<file path="config.mk">
export PLATFORM = sky130hd
export DESIGN_NAME = rand_arbiter_flat
export DESIGN_NICKNAME = d
export VERILOG_FILES = /design/src/rtl/rand_arbiter_if.sv /design/src/rtl/rand_arbiter.sv /design/src/flat_wrapper.sv
export SDC_FILE = /design/constraint.sdc
export NUM_CORES = 1
export LEC_CHECK = 0
export ABC_AREA = 0
export BUFFER_PORTS_ARGS = -buffer_cell sky130_fd_sc_hd__clkbuf_2
export CAP_MARGIN = 20
export CORE_ASPECT_RATIO = 0.5
export CORE_MARGIN = 3
export CORE_UTILIZATION = 48
export CTS_CLUSTER_DIAMETER = 30
export DETAILED_ROUTE_END_ITERATION = 10
export PLACE_DENSITY = 0.74
export SYNTH_ARGS = -nofsm -noshare
export SYNTH_HDL_FRONTEND = slang
export SYNTH_SLANG_ARGS = --single-unit
</file>
<file path="constraint.sdc">
create_clock -name clk_i -period 1.8 [get_ports clk_i]
set_input_delay 0.09 -clock clk_i [delete_from_list [all_inputs] [get_ports clk_i]]
set_output_delay 0.09 -clock clk_i [all_outputs]
set_load 0.02 [all_outputs]
</file>
<file path="src/rtl/rand_arbiter_if.sv">
// Request/grant bundle between game-logic requesters, the shared 8-bit LFSR and rand_arbiter.
// The arbiter uses the slave modport; requesters plus the LFSR sit on the master side.
`timescale 1ns/1ps
interface rand_arbiter_if #(
   parameter int N_REQ = 4
);
   logic [N_REQ-1:0] req;
   logic [N_REQ-1:0] ack;
   logic [7:0]       rand_out;
   logic             busy;
   logic [7:0]       lfsr_rand;
   logic             lfsr_en;

   modport slave (
      input  req,
      input  lfsr_rand,
      output ack,
      output rand_out,
      output busy,
      output lfsr_en
   );

   modport master (
      output req,
      output lfsr_rand,
      input  ack,
      input  rand_out,
      input  busy,
      input  lfsr_en
   );
endinterface

</file>
<file path="src/rtl/rand_arbiter.sv">
// Round-robin arbiter sharing one external LFSR; advances it STEPS times per grant before delivery.
// Optional macro RAND_FREE_RUN_EN lets the LFSR free-run outside the LATCH state.
`timescale 1ns/1ps
module rand_arbiter #(
   parameter int N_REQ = 4,
   parameter int STEPS = 8
) (
   input  logic           clk_i,
   input  logic           reset_n_i,
   rand_arbiter_if.slave  bus
);

   localparam int IW = (N_REQ > 1) ? $clog2(N_REQ) : 1;

   typedef enum logic [1:0] {IDLE, STEP, LATCH, ACK} state_e;

   state_e           state_q, state_d;
   logic [7:0]       cnt_q, cnt_d;
   logic [IW-1:0]    grant_q, grant_d;
   logic [IW-1:0]    ptr_q, ptr_d;
   logic [N_REQ-1:0] ack_q, ack_d;
   logic [7:0]       rand_q, rand_d;

   logic [IW-1:0]    sel_idx;
   logic [IW-1:0]    cand;
   logic             sel_valid;
   int               sum;

   // Search starts at ptr and wraps, so the requester just served is considered last.
   always_comb begin
      sel_valid = 1'b0;
      sel_idx   = '0;
      cand      = '0;
      sum       = 0;
      for (int i = 0; i < N_REQ; i++) begin
         sum = int'(ptr_q) + i;
         if (sum >= N_REQ) sum = sum - N_REQ;
         cand = IW'(sum);
         if (!sel_valid && bus.req[cand]) begin
            sel_valid = 1'b1;
            sel_idx   = cand;
         end
      end
   end

   always_comb begin
      state_d = state_q;
      cnt_d   = cnt_q;
      grant_d = grant_q;
      ptr_d   = ptr_q;
      ack_d   = '0;
      rand_d  = rand_q;
      case (state_q)
         IDLE: begin
            if (sel_valid) begin
               grant_d = sel_idx;
               cnt_d   = 8'(STEPS - 1);
               state_d = STEP;
            end
         end
         STEP: begin
            if (cnt_q == 8'd0) state_d = LATCH;
            else               cnt_d   = cnt_q - 8'd1;
         end
         LATCH: begin
            rand_d         = bus.lfsr_rand;
            ack_d[grant_q] = 1'b1;
            ptr_d          = (grant_q == IW'(N_REQ - 1)) ? '0 : grant_q + IW'(1);
            state_d        = ACK;
         end
         ACK: begin
            state_d = IDLE;
         end
         default: begin
            state_d = IDLE;
         end
      endcase
   end

   always_ff @(posedge clk_i or negedge reset_n_i) begin
      if (!reset_n_i) begin
         state_q <= IDLE;
         cnt_q   <= '0;
         grant_q <= '0;
         ptr_q   <= '0;
         ack_q   <= '0;
         rand_q  <= 8'h00;
      end else begin
         state_q <= state_d;
         cnt_q   <= cnt_d;
         grant_q <= grant_d;
         ptr_q   <= ptr_d;
         ack_q   <= ack_d;
         rand_q  <= rand_d;
      end
   end

`ifdef RAND_FREE_RUN_EN
   // Free-running LFSR pauses only while the delivered byte is being captured.
   assign bus.lfsr_en = reset_n_i && (state_q != LATCH);
`else
   assign bus.lfsr_en = (state_q == STEP);
`endif

   assign bus.ack      = ack_q;
   assign bus.rand_out = rand_q;
   assign bus.busy     = (state_q != IDLE);

endmodule
</file>
<file path="src/flat_wrapper.sv">
// flat-port wrapper written by rule: the top's interface ports become plain ports
module rand_arbiter_flat 
#(
   parameter int N_REQ = 4,
   parameter int STEPS = 8
)
  (clk_i, reset_n_i, bus_req, bus_lfsr_rand, bus_ack, bus_rand_out, bus_busy, bus_lfsr_en);
  rand_arbiter_if #(.N_REQ(N_REQ)) bus_i ();
  input  logic clk_i;
  input  logic reset_n_i;
  input wire logic [$bits(bus_i.req)-1:0] bus_req;
  input wire logic [$bits(bus_i.lfsr_rand)-1:0] bus_lfsr_rand;
  output wire logic [$bits(bus_i.ack)-1:0] bus_ack;
  output wire logic [$bits(bus_i.rand_out)-1:0] bus_rand_out;
  output wire logic [$bits(bus_i.busy)-1:0] bus_busy;
  output wire logic [$bits(bus_i.lfsr_en)-1:0] bus_lfsr_en;
  assign bus_i.req = bus_req;
  assign bus_i.lfsr_rand = bus_lfsr_rand;
  assign bus_ack = bus_i.ack;
  assign bus_rand_out = bus_i.rand_out;
  assign bus_busy = bus_i.busy;
  assign bus_lfsr_en = bus_i.lfsr_en;
  rand_arbiter #(.N_REQ(N_REQ), .STEPS(STEPS)) u_core (.clk_i(clk_i), .reset_n_i(reset_n_i), .bus(bus_i));
endmodule
</file>
## Yosys cells after proc, flatten, opt, wreduce, memory -nomap -nowiden

Index checks and enable logic that the tools add are counted.

| storage, ports and cells | value |
|---|---|
| register bits after elaboration | 26 |
| input bits | 14 |
| output and inout bits | 14 |

| cells by class | value |
|---|---|
| add/sub/neg operators | 9 |
| order comparisons | 10 |
| equality and inequality tests | 7 |
| multiplexer cells | 30 |
| reduce and logical (&&, ||, !) cells | 14 |

Operators with widths:

| kind | count |
|---|---|
| two-way mux 2 bit | 11 |
| two-way mux 8 bit | 2 |
| case mux 8 bit (2 select lines) | 1 |
| less-than comparator 2 x 3 -> 1 bit (second input constant) | 5 |
| greater-or-equal comparator 3 bit (second input constant) | 3 |
| two-way mux 1 bit | 9 |
| binary-select mux 1 bit (select 2 bit) | 4 |
| logical NOT 8 bit | 1 |
| case mux 2 bit (4 select lines) | 1 |
| subtractor 2 x 1 -> 2 bit (second input constant) | 4 |
| subtractor 8 x 1 -> 8 bit (second input constant) | 1 |
| adder 2 x 2 -> 3 bit (second input constant) | 2 |
| equality test 2 bit (second input constant) | 3 |
| logical AND 1 bit | 4 |
| two-way mux 4 bit | 1 |
| != test 2 x 1 -> 1 bit (second input constant) | 2 |
| AND reduction 2 bit | 2 |
| nonzero test 2 bit | 2 |
| adder 2 x 1 -> 3 bit (second input constant) | 1 |
| greater-or-equal comparator 2 x 3 -> 1 bit (second input constant) | 1 |
| logical NOT 1 bit | 3 |
| AND reduction 3 bit | 1 |
| adder 2 x 1 -> 2 bit (second input constant) | 1 |
| demux 1 bit (select 2 bit) | 1 |
| 4 further kinds | 4 |

## Logic depth before layout (Yosys ltp)

| depth | value |
|---|---|
| word-level depth | 16 |
| depth in mapped cells | 7 |
| gate-level depth less buffers | 6 |

## Worst setup path after synthesis

No wires, ideal clock.

| timing | value |
|---|---|
| path type | reg-to-reg |
| start point | register u_core.state_q[1] |
| end point | register u_core.cnt_q[4] |
| setup time | 0.126 ns |
| data arrival time | 1.785 ns |
| data required time | 1.674 ns |
| path slack | -0.110 ns |
| cell stages (with the launch flop) | 8 |
| path buffers | 1 |
| path through | dfrtp_1 inv_1 ha_1 buf_2 o21ai_0 a2111oi_0 mux2i_1 nor2_1 |

| on the way | value |
|---|---|
| word-level cells in the longest chain between the ends | 3 |
| elaborated cells between the ends (all ways) | 7 |
| classes of those cells | 3 x eq/ne; 1 x mux; 3 x reduce/logical |

Ends and longest elaborated chain:

| element | line | RTL |
|---|---|---|
| start: declaration | rand_arbiter.sv:17 | `state_e state_q, state_d;` |
| start signal: assignment | rand_arbiter.sv:89 | `state_q <= state_d;` |
| equality test 2 x 1 -> 1 bit * | n/a |  |
| net bus_lfsr_en | flat_wrapper.sv:16 | `output wire logic [$bits(bus_i.lfsr_en)-1:0] bus_lfsr_en;` |
| != test 2 bit (no line) / nonzero test 2 bit (equally long branches) | n/a |  |
| AND reduction 3 bit (no line) | n/a |  |
| end signal: assignment | rand_arbiter.sv:90 | `cnt_q <= cnt_d;` |
| end: declaration | rand_arbiter.sv:18 | `logic [7:0] cnt_q, cnt_d;` |

Mark *: on every way through the listed nets, which the timed path passes. The rest lies on a longest branch.
A chain may end at the register's enable or synchronous reset.

## Worst setup path after layout

| timing | value |
|---|---|
| start point | register u_core.state_q[1] |
| end point | register u_core.cnt_q[7] |

| on the way | value |
|---|---|
| word-level cells in the longest chain between the ends | 3 |
| elaborated cells between the ends (all ways) | 7 |
| classes of those cells | 3 x eq/ne; 1 x mux; 3 x reduce/logical |

Ends and longest elaborated chain:

| element | line | RTL |
|---|---|---|
| equality test 2 x 1 -> 1 bit / logical NOT 2 bit (equally long branches) | rand_arbiter.sv:53 | `case (state_q)` |
| != test 2 bit (no line) (tied with other cells) | n/a |  |
| AND reduction 3 bit (no line) | n/a |  |

Several ways; a longest one is shown, not always the timed one.

==> run metrics <==
run status=finished, final reports clean; Max-Cap Viols=0; CP Max Fanout=5; register area share after synthesis=0.472; Final Hold Vio Count=0; gr ovfl total=0; ys flop type=dfrtp_1; setup TNS=0 ps; CTS buffer count=3; Total Power=a little under 0.001 W; Routed Antenna Nets=0; core area=roughly 0.0027 mm2; Slew HR=0.548; Peak Freq=about 0.6 GHz; crit path DAT=between 1500 and 2000 ps; DP HPWL=between 1.5 and 2 mm; vias in the first global route=just over 1000; num rows=13; Setup-failing EPs final=0; PD cells=a little under 600 mW/mm2; TritonCTS clock tree=done; clk root buf=clkbuf_8; clk buf depth=2; worst slew pin tran=approximately 670 ps; Slew Viols, Final=0; CP startpoint kind=flip-flop; vias per inst=approximately 5.4; fin nets=185; share of cells above drive strength 1=0.366; Setup Buffers After CTS=0; Syn Area/Cell=~11 um2; Worst VDD drop=~0.33 mV; via count=1062; Post-Synthesis Net Count=149; Cells after Synth=approximately 130; WHS=48.4 ps; first-pass GRT wire length=about 4.6 mm; Post-synth top cells=dfrtp_1 (26), ha_1 (9), mux2_2 (9); Mapped Area=between 0.001 and 0.0015 mm2; Yosys warnings=0; final setup skew=~5.2 ps; Die W=between 80 and 90 um; wire per inst=about 13 um; CP Capture Type=flip-flop; DIE AREA=approximately 0.0036 mm2; Req. time, crit path=2000 ps; Worst-Skew Late Latency=around 270 ps; GRT Total Usage=0.169; dominant cell type by area after synthesis=dfrtp_1; Clock Pin Slew Worst Setup and Hold Paths=90 ps; LEAKAGE=0.811 nW; Initial Util=0.517; R2R Path Start=u_core.state_q[1]; Hold Path Class=input pin to flip-flop; CP startpoint=u_core.state_q[1]; Fill cells=220; iteration-0 DRC count of the detailed router=33; final core utilization=0.634; Yosys cell types=42; diode count=0; non-filler cells, final=a little under 200; CP Class=flip-flop to flip-flop; DRC viols=0; routability congestion estimate=around 0.84; Synth-to-Final Area Change=22.6%; HP Start=bus_lfsr_rand[2]; Routed WL=about 2.5 mm; H-Tree Depth=1; Die Ht=43.9 um; Tmin final=roughly 1700 ps; first-pass detailed-route iteration total=4; final period utilization=0.938; Placed Instances=around 190; most area-consuming cells after synthesis=dfrtp_1 (47%), ha_1 (8.2%), mux2_2 (7.4%); antenna violations before repair=0; FF+latch count, synth=26; Ports=28; Port Buffers=27; number of synthesized flops with an enable pin=0; total clock sinks=26; largest net degree at the start of global routing=27; top-area cell type share of the netlist area=0.472; Post-synth ARST share=1.00; most common cell in the netlist=dfrtp_1
[state kept, by name, summed over array words and instances, names as in the netlist]
| name | count |
|---|---|
| u_core.bus.ack | 4 |
| u_core.bus.rand_out | 8 |
| u_core.cnt_q | 8 |
| u_core.grant_q | 2 |
| u_core.ptr_q | 2 |
| u_core.state_q | 2 |
[final timing paths]
kind / end / slack (ps) / depth (start not counted)
setup / recovery: u_core.cnt_q[7] / 110 / 6
hold / removal: u_core.bus.rand_out[2] / 50 / 2
setup reg to reg: u_core.cnt_q[7] / 110 / 6
hold reg to reg: u_core.bus.rand_out[6] / 510 / 1
max in group asynchronous: u_core.grant_q[0] / 1030 / 2
min in group asynchronous: u_core.grant_q[1] / 360 / 2
[power breakdown]
| part | switching [W] | leakage [nW] | internal, W | total, W |
|---|---|---|---|---|
| logic | 0.0000257 | 0.444 | 0.0000163 | 0.0000420 |
| clock network | 0.000173 | 0.0288 | 0.000195 | 0.000368 |
| registers | 0 | 0.338 | 0.000583 | 0.000583 |
[metal layers]
layer,part of all wire,vias up,GRT usage
met4,0.0087,0,0.0497
met5,0,-,0
li1,-,522,-
met1,0.43,506,0.213
met3,0.057,4,0.0498
met2,0.50,30,0.284
[final cells by class]
class,instances,area (um2),share of cell area
Clock buffer,4,55.1,0.0326
Inverter,8,30.0,0.0178
Multi-Input combinational cell,88,711,0.420
Sequential cell,26,651,0.385
Tap cell,37,46.3,0.0274
Timing Repair Buffer,35,198,0.117
[kinds of logic after synthesis]
family,Yosys count,synth area share
adders and majority gates,9,0.0817
and+or+nand+nor,37,0.153
AOI/OAI and AO/OA,29,0.155
muxes,13,0.103
DFF,26,0.472
buffers and inverters,12,0.0345
[stage by stage]
step                instance area [um2]  setup WS [ps]
floorplan                          1380           8.14
global placement                   1600           50.2
detailed placement                 1600           3.82
CTS                                1670          -1.56
global route                       1690          -9.26
finish                             1690            111
[cell usage in the layout (no fill, tap or decap), types with 4 or more instances in the layout]
master     n
clkbuf_2  27
dfrtp_1   26
mux2_2     9
nor2_1     8
inv_1      7
nand2_1    7
ha_1       7
buf_4      7
a21oi_1    6
o21ai_0    5
and2_1     4
nand2b_1   4
clkbuf_8   4
[critical path, cell delays in order, from the launching register on]
cell and delay, ps:
dfrtp_1 420, inv_2 90, ha_2 190, nor2_1 40, a2111o_1 350, nor4_1 300, mux2i_1 220
[repair_timing]
action | in CTS | in global routing
resized for setup | 1 | 5
pin swaps | 0 | 1
endpoints found under the hold margin | 26 | 0
setup endpoints to repair | 2 | 8
hold buffers | 1 | 0
Power figures use the tool's default switching activity.
